## config.mk

```make
export PLATFORM = sky130hd
export DESIGN_NAME = led_shift_driver
export DESIGN_NICKNAME = d
export VERILOG_FILES = /design/src/rtl/led_shift_driver.sv
export SDC_FILE = /design/constraint.sdc
export NUM_CORES = 1
export LEC_CHECK = 0
export BUFFER_PORTS_ARGS = -buffer_cell sky130_fd_sc_hd__buf_4
export CAP_MARGIN = 20
export CELL_PAD_IN_SITES_DETAIL_PLACEMENT = 1
export CELL_PAD_IN_SITES_GLOBAL_PLACEMENT = 1
export CORE_MARGIN = 2
export CORE_UTILIZATION = 40
export DETAILED_ROUTE_END_ITERATION = 16
export PLACE_DENSITY_LB_ADDON = 0.1
export SLEW_MARGIN = 40
export SYNTH_ARGS = -nofsm -noshare
export SYNTH_HDL_FRONTEND = slang
export SYNTH_SLANG_ARGS = --single-unit
```

## constraint.sdc

```tcl
create_clock -name clk -period 3.6 [get_ports clk]
set_input_delay 0.36 -clock clk [delete_from_list [all_inputs] [get_ports clk]]
set_output_delay 0.36 -clock clk [all_outputs]
set_load 0.01 [all_outputs]
```

## src/rtl/led_shift_driver.sv

```systemverilog
// -----------------------------------------------------------------------------
// led_shift_driver
//
// Serialises a parallel LED pattern into a 74HC595-style shift/latch driver.
// A frame is WIDTH bits shifted MSB first, followed by a latch strobe. A frame
// starts once after reset, whenever LED differs from the last pattern sent, and
// optionally when an unchanged pattern has sat idle for REFRESH_CYCLES cycles.
// LED is sampled only while idle, so changes during a frame coalesce and only
// the newest value is sent next.
//
// Parameters:
//   WIDTH          bits per frame
//   CLK_DIV        clk cycles per sclk half-period and latch pulse (1..255)
//   REFRESH_CYCLES idle cycles before an unchanged pattern is re-sent (0 = off)
//
// Ports:
//   clk        in   system clock, rising edge
//   rst_n      in   synchronous active-low reset; aborts a frame without latch
//   LED        in   parallel pattern (WIDTH bits)
//   sdo        out  serial data, valid around each sclk rising edge
//   sclk       out  shift clock; chip samples sdo on its rising edge
//   latch      out  storage-register strobe, active-high
//   busy       out  high while a frame is in progress
//   frame_done out  one-cycle pulse on the final latch cycle
// -----------------------------------------------------------------------------
module led_shift_driver #(
  parameter int WIDTH          = 16,
  parameter int CLK_DIV        = 2,
  parameter int REFRESH_CYCLES = 0
) (
  input  logic             clk,
  input  logic             rst_n,
  input  logic [WIDTH-1:0] LED,
  output logic             sdo,
  output logic             sclk,
  output logic             latch,
  output logic             busy,
  output logic             frame_done
);

  localparam int BW = (WIDTH > 1) ? $clog2(WIDTH) : 1;
  localparam int RW = (REFRESH_CYCLES > 1) ? $clog2(REFRESH_CYCLES) : 1;

  localparam logic [BW-1:0] LAST_BIT     = BW'(WIDTH - 1);
  localparam logic [7:0]    DIV_LAST     = 8'(CLK_DIV - 1);
  // frame_done must already be high on the last latch cycle, so it is raised
  // one divider step early; with a one-cycle latch it is raised on entry.
  localparam logic [7:0]    DIV_DONE     = 8'((CLK_DIV > 1) ? CLK_DIV - 2 : 0);
  localparam logic          DONE_ON_ENTRY = (CLK_DIV == 1);
  localparam logic [RW-1:0] REFRESH_LAST = RW'((REFRESH_CYCLES > 0) ? REFRESH_CYCLES - 1 : 0);

  typedef enum logic [1:0] {
    ST_IDLE,
    ST_SHIFT_LO,
    ST_SHIFT_HI,
    ST_LATCH
  } state_t;

  state_t           r_state;
  logic [WIDTH-1:0] r_shreg;
  logic [WIDTH-1:0] r_last_sent;
  logic             r_init_pending;
  logic [RW-1:0]    r_refresh_cnt;
  logic [BW-1:0]    r_bit_cnt;
  logic [7:0]       r_div;
  logic             r_sdo;
  logic             r_sclk;
  logic             r_latch;
  logic             r_busy;
  logic             r_frame_done;

  logic             w_refresh_due;
  logic             w_pending;
  logic [WIDTH-1:0] w_next_shreg;

  assign w_refresh_due = (REFRESH_CYCLES != 0) && (r_refresh_cnt == REFRESH_LAST);
  assign w_pending     = r_init_pending || (LED != r_last_sent) || w_refresh_due;
  assign w_next_shreg  = r_shreg << 1;

  // NOTE: reset is synchronous, so rst_n is tested inside the clocked block and
  // deliberately left out of the sensitivity list; all state uses <= so every
  // register sees the pre-edge value of every other register.
  always_ff @(posedge clk) begin
    if (!rst_n) begin
      r_state        <= ST_IDLE;
      r_shreg        <= '0;
      r_last_sent    <= '0;
      r_init_pending <= 1'b1;
      r_refresh_cnt  <= '0;
      r_bit_cnt      <= '0;
      r_div          <= '0;
      r_sdo          <= 1'b0;
      r_sclk         <= 1'b0;
      r_latch        <= 1'b0;
      r_busy         <= 1'b0;
      r_frame_done   <= 1'b0;
    end else begin
      case (r_state)
        ST_IDLE: begin
          if (w_pending) begin
            r_shreg        <= LED;
            r_last_sent    <= LED;
            r_init_pending <= 1'b0;
            r_refresh_cnt  <= '0;
            r_bit_cnt      <= '0;
            r_div          <= '0;
            r_sdo          <= LED[WIDTH-1];
            r_busy         <= 1'b1;
            r_state        <= ST_SHIFT_LO;
          end else if (r_refresh_cnt != REFRESH_LAST) begin
            r_refresh_cnt <= r_refresh_cnt + 1'b1;
          end
        end

        ST_SHIFT_LO: begin
          if (r_div == DIV_LAST) begin
            r_div   <= '0;
            r_sclk  <= 1'b1;
            r_state <= ST_SHIFT_HI;
          end else begin
            r_div <= r_div + 1'b1;
          end
        end

        ST_SHIFT_HI: begin
          if (r_div == DIV_LAST) begin
            r_div  <= '0;
            r_sclk <= 1'b0;
            // sdo only moves on the falling sclk edge, keeping it stable for a
            // full period around the chip's sampling edge.
            if (r_bit_cnt == LAST_BIT) begin
              r_sdo        <= 1'b0;
              r_latch      <= 1'b1;
              r_frame_done <= DONE_ON_ENTRY;
              r_state      <= ST_LATCH;
            end else begin
              r_shreg   <= w_next_shreg;
              r_sdo     <= w_next_shreg[WIDTH-1];
              r_bit_cnt <= r_bit_cnt + 1'b1;
              r_state   <= ST_SHIFT_LO;
            end
          end else begin
            r_div <= r_div + 1'b1;
          end
        end

        ST_LATCH: begin
          if (r_div == DIV_LAST) begin
            r_div        <= '0;
            r_latch      <= 1'b0;
            r_busy       <= 1'b0;
            r_frame_done <= 1'b0;
            r_state      <= ST_IDLE;
          end else begin
            r_div        <= r_div + 1'b1;
            r_frame_done <= (r_div == DIV_DONE);
          end
        end

        default: r_state <= ST_IDLE;
      endcase
    end
  end

  assign sdo        = r_sdo;
  assign sclk       = r_sclk;
  assign latch      = r_latch;
  assign busy       = r_busy;
  assign frame_done = r_frame_done;

endmodule

```

Word-level counts from Yosys, hierarchy flattened
Index checks and enable logic that the tools add are counted.
Storage, ports and cells
  output and inout port bits: 5
  flip-flop bits (word level): 51
  word-level logic and storage cells: 74
Cells by class
  reductions and logical operators: 16
  equality and inequality tests: 12
  $add $sub $neg: 2
  mux-type cells: 33
Operator list (count)
  $mux W15: 3
  $pmux W15 S2: 1
  $mux W8: 2
  $ne A16 B16 Y1: 1
  $pmux W8 S2: 1
  $mux W4: 3
  $ne A2 B2 Y1 const B: 6
  $reduce_and A3 Y1: 4
  $reduce_and A4 Y1: 3
  $mux W1: 11
  $mux W2: 5
  $pmux W1 S2: 5
  $add A8 B1 Y8 const B: 1
  $eq A8 B1 Y1 const B: 1
  $logic_not A8 Y1: 1
  $pmux W2 S4: 1
  $pmux W4 S2: 1
  $reduce_bool A2 Y1: 4
  $add A4 B1 Y4 const B: 1
  $eq A2 B2 Y1 const B: 2
  $eq A4 B4 Y1 const B: 1
  $reduce_or A3 Y1: 1
  $eq A2 B1 Y1 const B: 1
  $logic_not A2 Y1: 1
  other kinds (2): 2

Depth between registers and ports, before layout
  word-level depth: 4
  depth in mapped cells: 9

Least setup slack after synthesis
No wires, ideal clock.
  path type: reg-to-reg
  from: register r_div[1]
  to: register r_shreg[13]
  arrival time: 1.617 ns
  cell stages (with the launch flop): 9
  path slack: 1.867 ns
  path through: dfxtp_1 -> inv_1 -> ha_1 -> and3_1 -> buf_6 -> a211oi_4 -> a41oi_4 -> buf_6 -> o211a_1
Between the ends
  word-level cells in the longest chain between the ends: 3
Ends and longest elaborated chain
  start, declared: RTL line 65  | logic [7:0] r_div;
  start signal, assigned: RTL line 121  | r_div <= r_div + 1'b1;
  start signal, assigned: RTL line 143  | r_div <= r_div + 1'b1;
  start signal, assigned: RTL line 155  | r_div <= r_div + 1'b1;
  $eq A8 B1 Y1: RTL line 126  | if (r_div == DIV_LAST) begin
  $ne A2 B2 Y1 (no source line)
  $reduce_and A4 Y1 (no source line)
  end signal, assigned: RTL line 137  | r_shreg <= w_next_shreg;
  end, declared: RTL line 60  | logic [WIDTH-1:0] r_shreg;
No other way between the ends.
A chain may end at the register's enable or synchronous reset.

Worst setup path after layout
  from: register r_state[1]
  to: register r_shreg[11]
Between the ends
  word-level cells in the longest chain between the ends: 3
  elaborated cells between the ends (all ways): 8
  classes of those cells: 4 x eq/ne; 1 x mux; 3 x reduce/logical
Ends and longest elaborated chain
  start, declared: RTL line 59  | state_t r_state;
  start signal, assigned: RTL line 85  | r_state <= ST_IDLE;
  start signal, assigned: RTL line 109  | r_state <= ST_SHIFT_LO;
  start signal, assigned: RTL line 119  | r_state <= ST_SHIFT_HI;
  $eq A2 B2 Y1 / $logic_not A2 Y1 (equally long branches): RTL line 98  | case (r_state)
  $ne A2 B2 Y1 (no source line) / $reduce_bool A2 Y1 (equally long branches)
  $reduce_and A4 Y1 (no source line)
Several ways; a longest one is shown, not always the timed one.

==> flow_metrics.env <==
export IMPL_nets=342
export IMPL_worstPathCellList="and2b_2 -> a211oi_4 -> a41oi_4 -> buf_6 -> nand2_1 -> o211a_1"
export IMPL_overflow=0
export IMPL_synth_fa_ha_area_frac=0.0190
export IMPL_crit_fanout=22
export IMPL_required_ps=3800
export IMPL_seq_area_frac_synth=0.387
export IMPL_synth_edff_count=0
export IMPL_track_usage=0.182
export IMPL_antenna_found_initial=0
export IMPL_synth_compound_area_frac=0.209
export IMPL_htreeDepth=2
export IMPL_postCtsSetupRepairBufs=0
export IMPL_synth_simple_gate_area_frac=0.237
export IMPL_initial_core_util=0.416
export IMPL_synth_top_family_by_area="simple AND/OR/NAND/NOR gates"
export IMPL_critPathSlowestCell="dfxtp_1"
export IMPL_chipHeight_um=85.2
export IMPL_maxCapViolations=0
export IMPL_ctsResizeCount=0
export IMPL_ys_flop_type="dfxtp_1"
export IMPL_cts_hold_buf=0
export IMPL_power_density_nw_per_um2=416
export IMPL_clk_pin_slew_ps=100
export IMPL_critPathKind="reg2reg"
export IMPL_synth_warnings=0
export IMPL_place_congestion=0.744
export IMPL_final_setup_skew_ps=10.4
export IMPL_antennaDiodeCount=0
export IMPL_slew_viol_final=0
export IMPL_first_pass_iters=4
export IMPL_cts_tree="yes"
export IMPL_syn_instance_count=308
export IMPL_p_leak_nw=1.22
export IMPL_comb_power_share=0.184
export IMPL_via_count=2178
export IMPL_internal_power_mw=0.839
export IMPL_finalSetupViolations=0
export IMPL_startpoint_type="flop"
export IMPL_status="finished clean"
export IMPL_critical_path_top_delay_family="compound AO/OA/AOI/OAI gates"
export IMPL_drtAntennaViolNets=0
export IMPL_vias_per_cell=5.47
export IMPL_hp_class="in2reg"
export IMPL_rows=29
export IMPL_async_flop_share=0
export IMPL_cts_sinks=51
export IMPL_power_switching_mw=0.361
export IMPL_netSwitchingFraction=0.301
export IMPL_crit_cells=6
export IMPL_syn_nets=330
export IMPL_synth_xor_area_frac=0.0431
export IMPL_yosysMostFrequentCell="nand2_1"
export IMPL_tns_ps=0
export IMPL_cpPeakStageDelay_ps=640
export IMPL_post_route_period_util=0.661
export IMPL_hold_path_cell_count=3
export IMPL_design_core_area_um2=6350
export IMPL_rr_worst_depth=6
export IMPL_grt_max_degree=74
export IMPL_worst_slew_pin_transition_ps=709
export IMPL_synth_largest_area_cell="dfxtp_1"
export IMPL_die_x_um=85.2
export IMPL_path_buf_inv=1
export IMPL_synth_top_area_share=0.387
export IMPL_layout_drive_gt1_share=0.156
export IMPL_synth_area_um2=2640
export IMPL_synth_area_per_cell_um2=8.57
export IMPL_wl_per_cell_um=15.3
export IMPL_synth_cell_types=51
export IMPL_io_buffers=22
export IMPL_synth_mux_area_frac=0.0541
export IMPL_worstPathArrival_ps=2580
export IMPL_first_global_vias=2185
export IMPL_synthTopCellsByCount="nand2_1 (52), dfxtp_1 (51), o21ai_0 (32)"
export IMPL_wirelength_mm=6.11
export IMPL_vdd_drop_max_mv=0.193
export IMPL_critPathCaptureType="flop"
export IMPL_grt_pass1_wl_mm=10.7
export IMPL_clk_path_buf_depth=2
export IMPL_relSlewSlack=0.527
export IMPL_first_iter_violations=45
export IMPL_hold_viol=0
export IMPL_insertion_delay_ps=310
export IMPL_numCtsBuffers=5
export IMPL_rsz0062_at_grt="false"
export IMPL_finalCriticalPeriod_ps=2380
export IMPL_drc=0
export IMPL_area_delta_synth_final_pct=9.39
export IMPL_fillCellCount=761
export IMPL_layout_cells_non_filler=398
export IMPL_dieArea_um2=7260
export IMPL_yosys_register_bits=51
export IMPL_pwr_share_seq=0.537
export IMPL_synth_area_top_cells="dfxtp_1 (39%), nand2_1 (7.4%), o21ai_0 (6.1%)"
export IMPL_dpl_cell_count=389
export IMPL_root_buffer="clkbuf_8"
export IMPL_finalCoreUtilization=0.455
export IMPL_p_clk_frac=0.279
export IMPL_num_io_pins=23
export IMPL_fmax_ghz=0.420
export IMPL_dp_hpwl_mm=4.25
placed cells by master, fill, tap and decap left out, types with 3 or more instances in the layout:
cell / n
or2b_2: 3
o21a_1: 3
nand2_1: 52
clkbuf_8: 5
mux2i_1: 12
inv_1: 5
buf_4: 23
dfxtp_1: 51
a31oi_1: 6
xor2_1: 11
o21ai_0: 32
ha_1: 4
nor2_1: 12
and2_1: 4
nand3_1: 30
o211a_1: 12
a21oi_1: 5
flip-flops by register name, indices dropped and copies added, names as in the netlist:
signal,cells
sdo,1
r_div,8
r_state,2
sclk,1
busy,1
r_last_sent,16
r_init_pending,1
latch,1
r_bit_cnt,4
r_shreg,15
frame_done,1
path summary, 6_finish.rpt:
path / from / endpoint / slack, ps
min reg2reg: busy$_SDFFE_PN0P_ / busy$_SDFFE_PN0P_ / 460
max reg2reg: r_state[1]$_SDFFE_PN0P_ / r_shreg[11]$_SDFFE_PN0P_ / 1220
min: LED[15] / r_last_sent[15]$_SDFFE_PN0P_ / 310
max: r_state[1]$_SDFFE_PN0P_ / r_shreg[11]$_SDFFE_PN0P_ / 1220
cell families after synthesis:
group                    Yosys count
AO/OA/AOI/OAI                     78
XOR/XNOR                          13
adder cells (fa/ha/maj)            4
buffers and inverters             24
flip-flops                        51
multiplexers                      14
AND/OR/NAND/NOR                  124
worst register-to-register path: stages (launching register included):
cell,delay [ps]
dfxtp_1,640
and2b_2,620
a211oi_4,140
a41oi_4,410
buf_6,260
nand2_1,70
o211a_1,130
routing by layer:
| metal | track usage | part of all wire | routed length (um) | up-vias |
|---|---|---|---|---|
| li1 | - | - | - | 1109 |
| met1 | 0.240 | 0.49 | 2990 | 1039 |
| met2 | 0.307 | 0.48 | 2930 | 25 |
| met3 | 0.0331 | 0.020 | 124 | 5 |
| met4 | 0.0476 | 0.011 | 65 | 0 |
| met5 | 0 | 0 | 0 | - |
power by group through the flow:
stage | Combinational, mW | Sequential, mW | Clock, mW
after floorplan | 0.170 | 0.648 | 0
after global placement | 0.217 | 0.656 | 0
after detailed placement | 0.222 | 0.658 | 0
after CTS | 0.223 | 0.645 | 0.349
after global routing | 0.252 | 0.652 | 0.364
final | 0.221 | 0.645 | 0.335
through the flow:
stage / hold slack (ps) / setup slack [ps] / power, mW / cell area (um2)
floorplan: 432 / 1870 / 0.818 / 2640
global placement: 440 / 1010 / 0.873 / 2790
detailed placement: 451 / 959 / 0.880 / 2790
CTS: 305 / 923 / 1.22 / 2880
global route: 318 / 1050 / 1.27 / 2890
finish: 309 / 1220 / 1.20 / 2890
layout make-up:
type,instances,area [um2],share of cell area
Inverter,5,18.8,0.00650
Multi-Input combinational cell,233,1480,0.513
Tap cell,77,96.3,0.0334
Clock inverter,2,12.5,0.00433
Sequential cell,51,1020,0.354
Timing Repair Buffer,24,184,0.0637
Clock buffer,6,72.6,0.0251
Power figures use the tool's default switching activity.
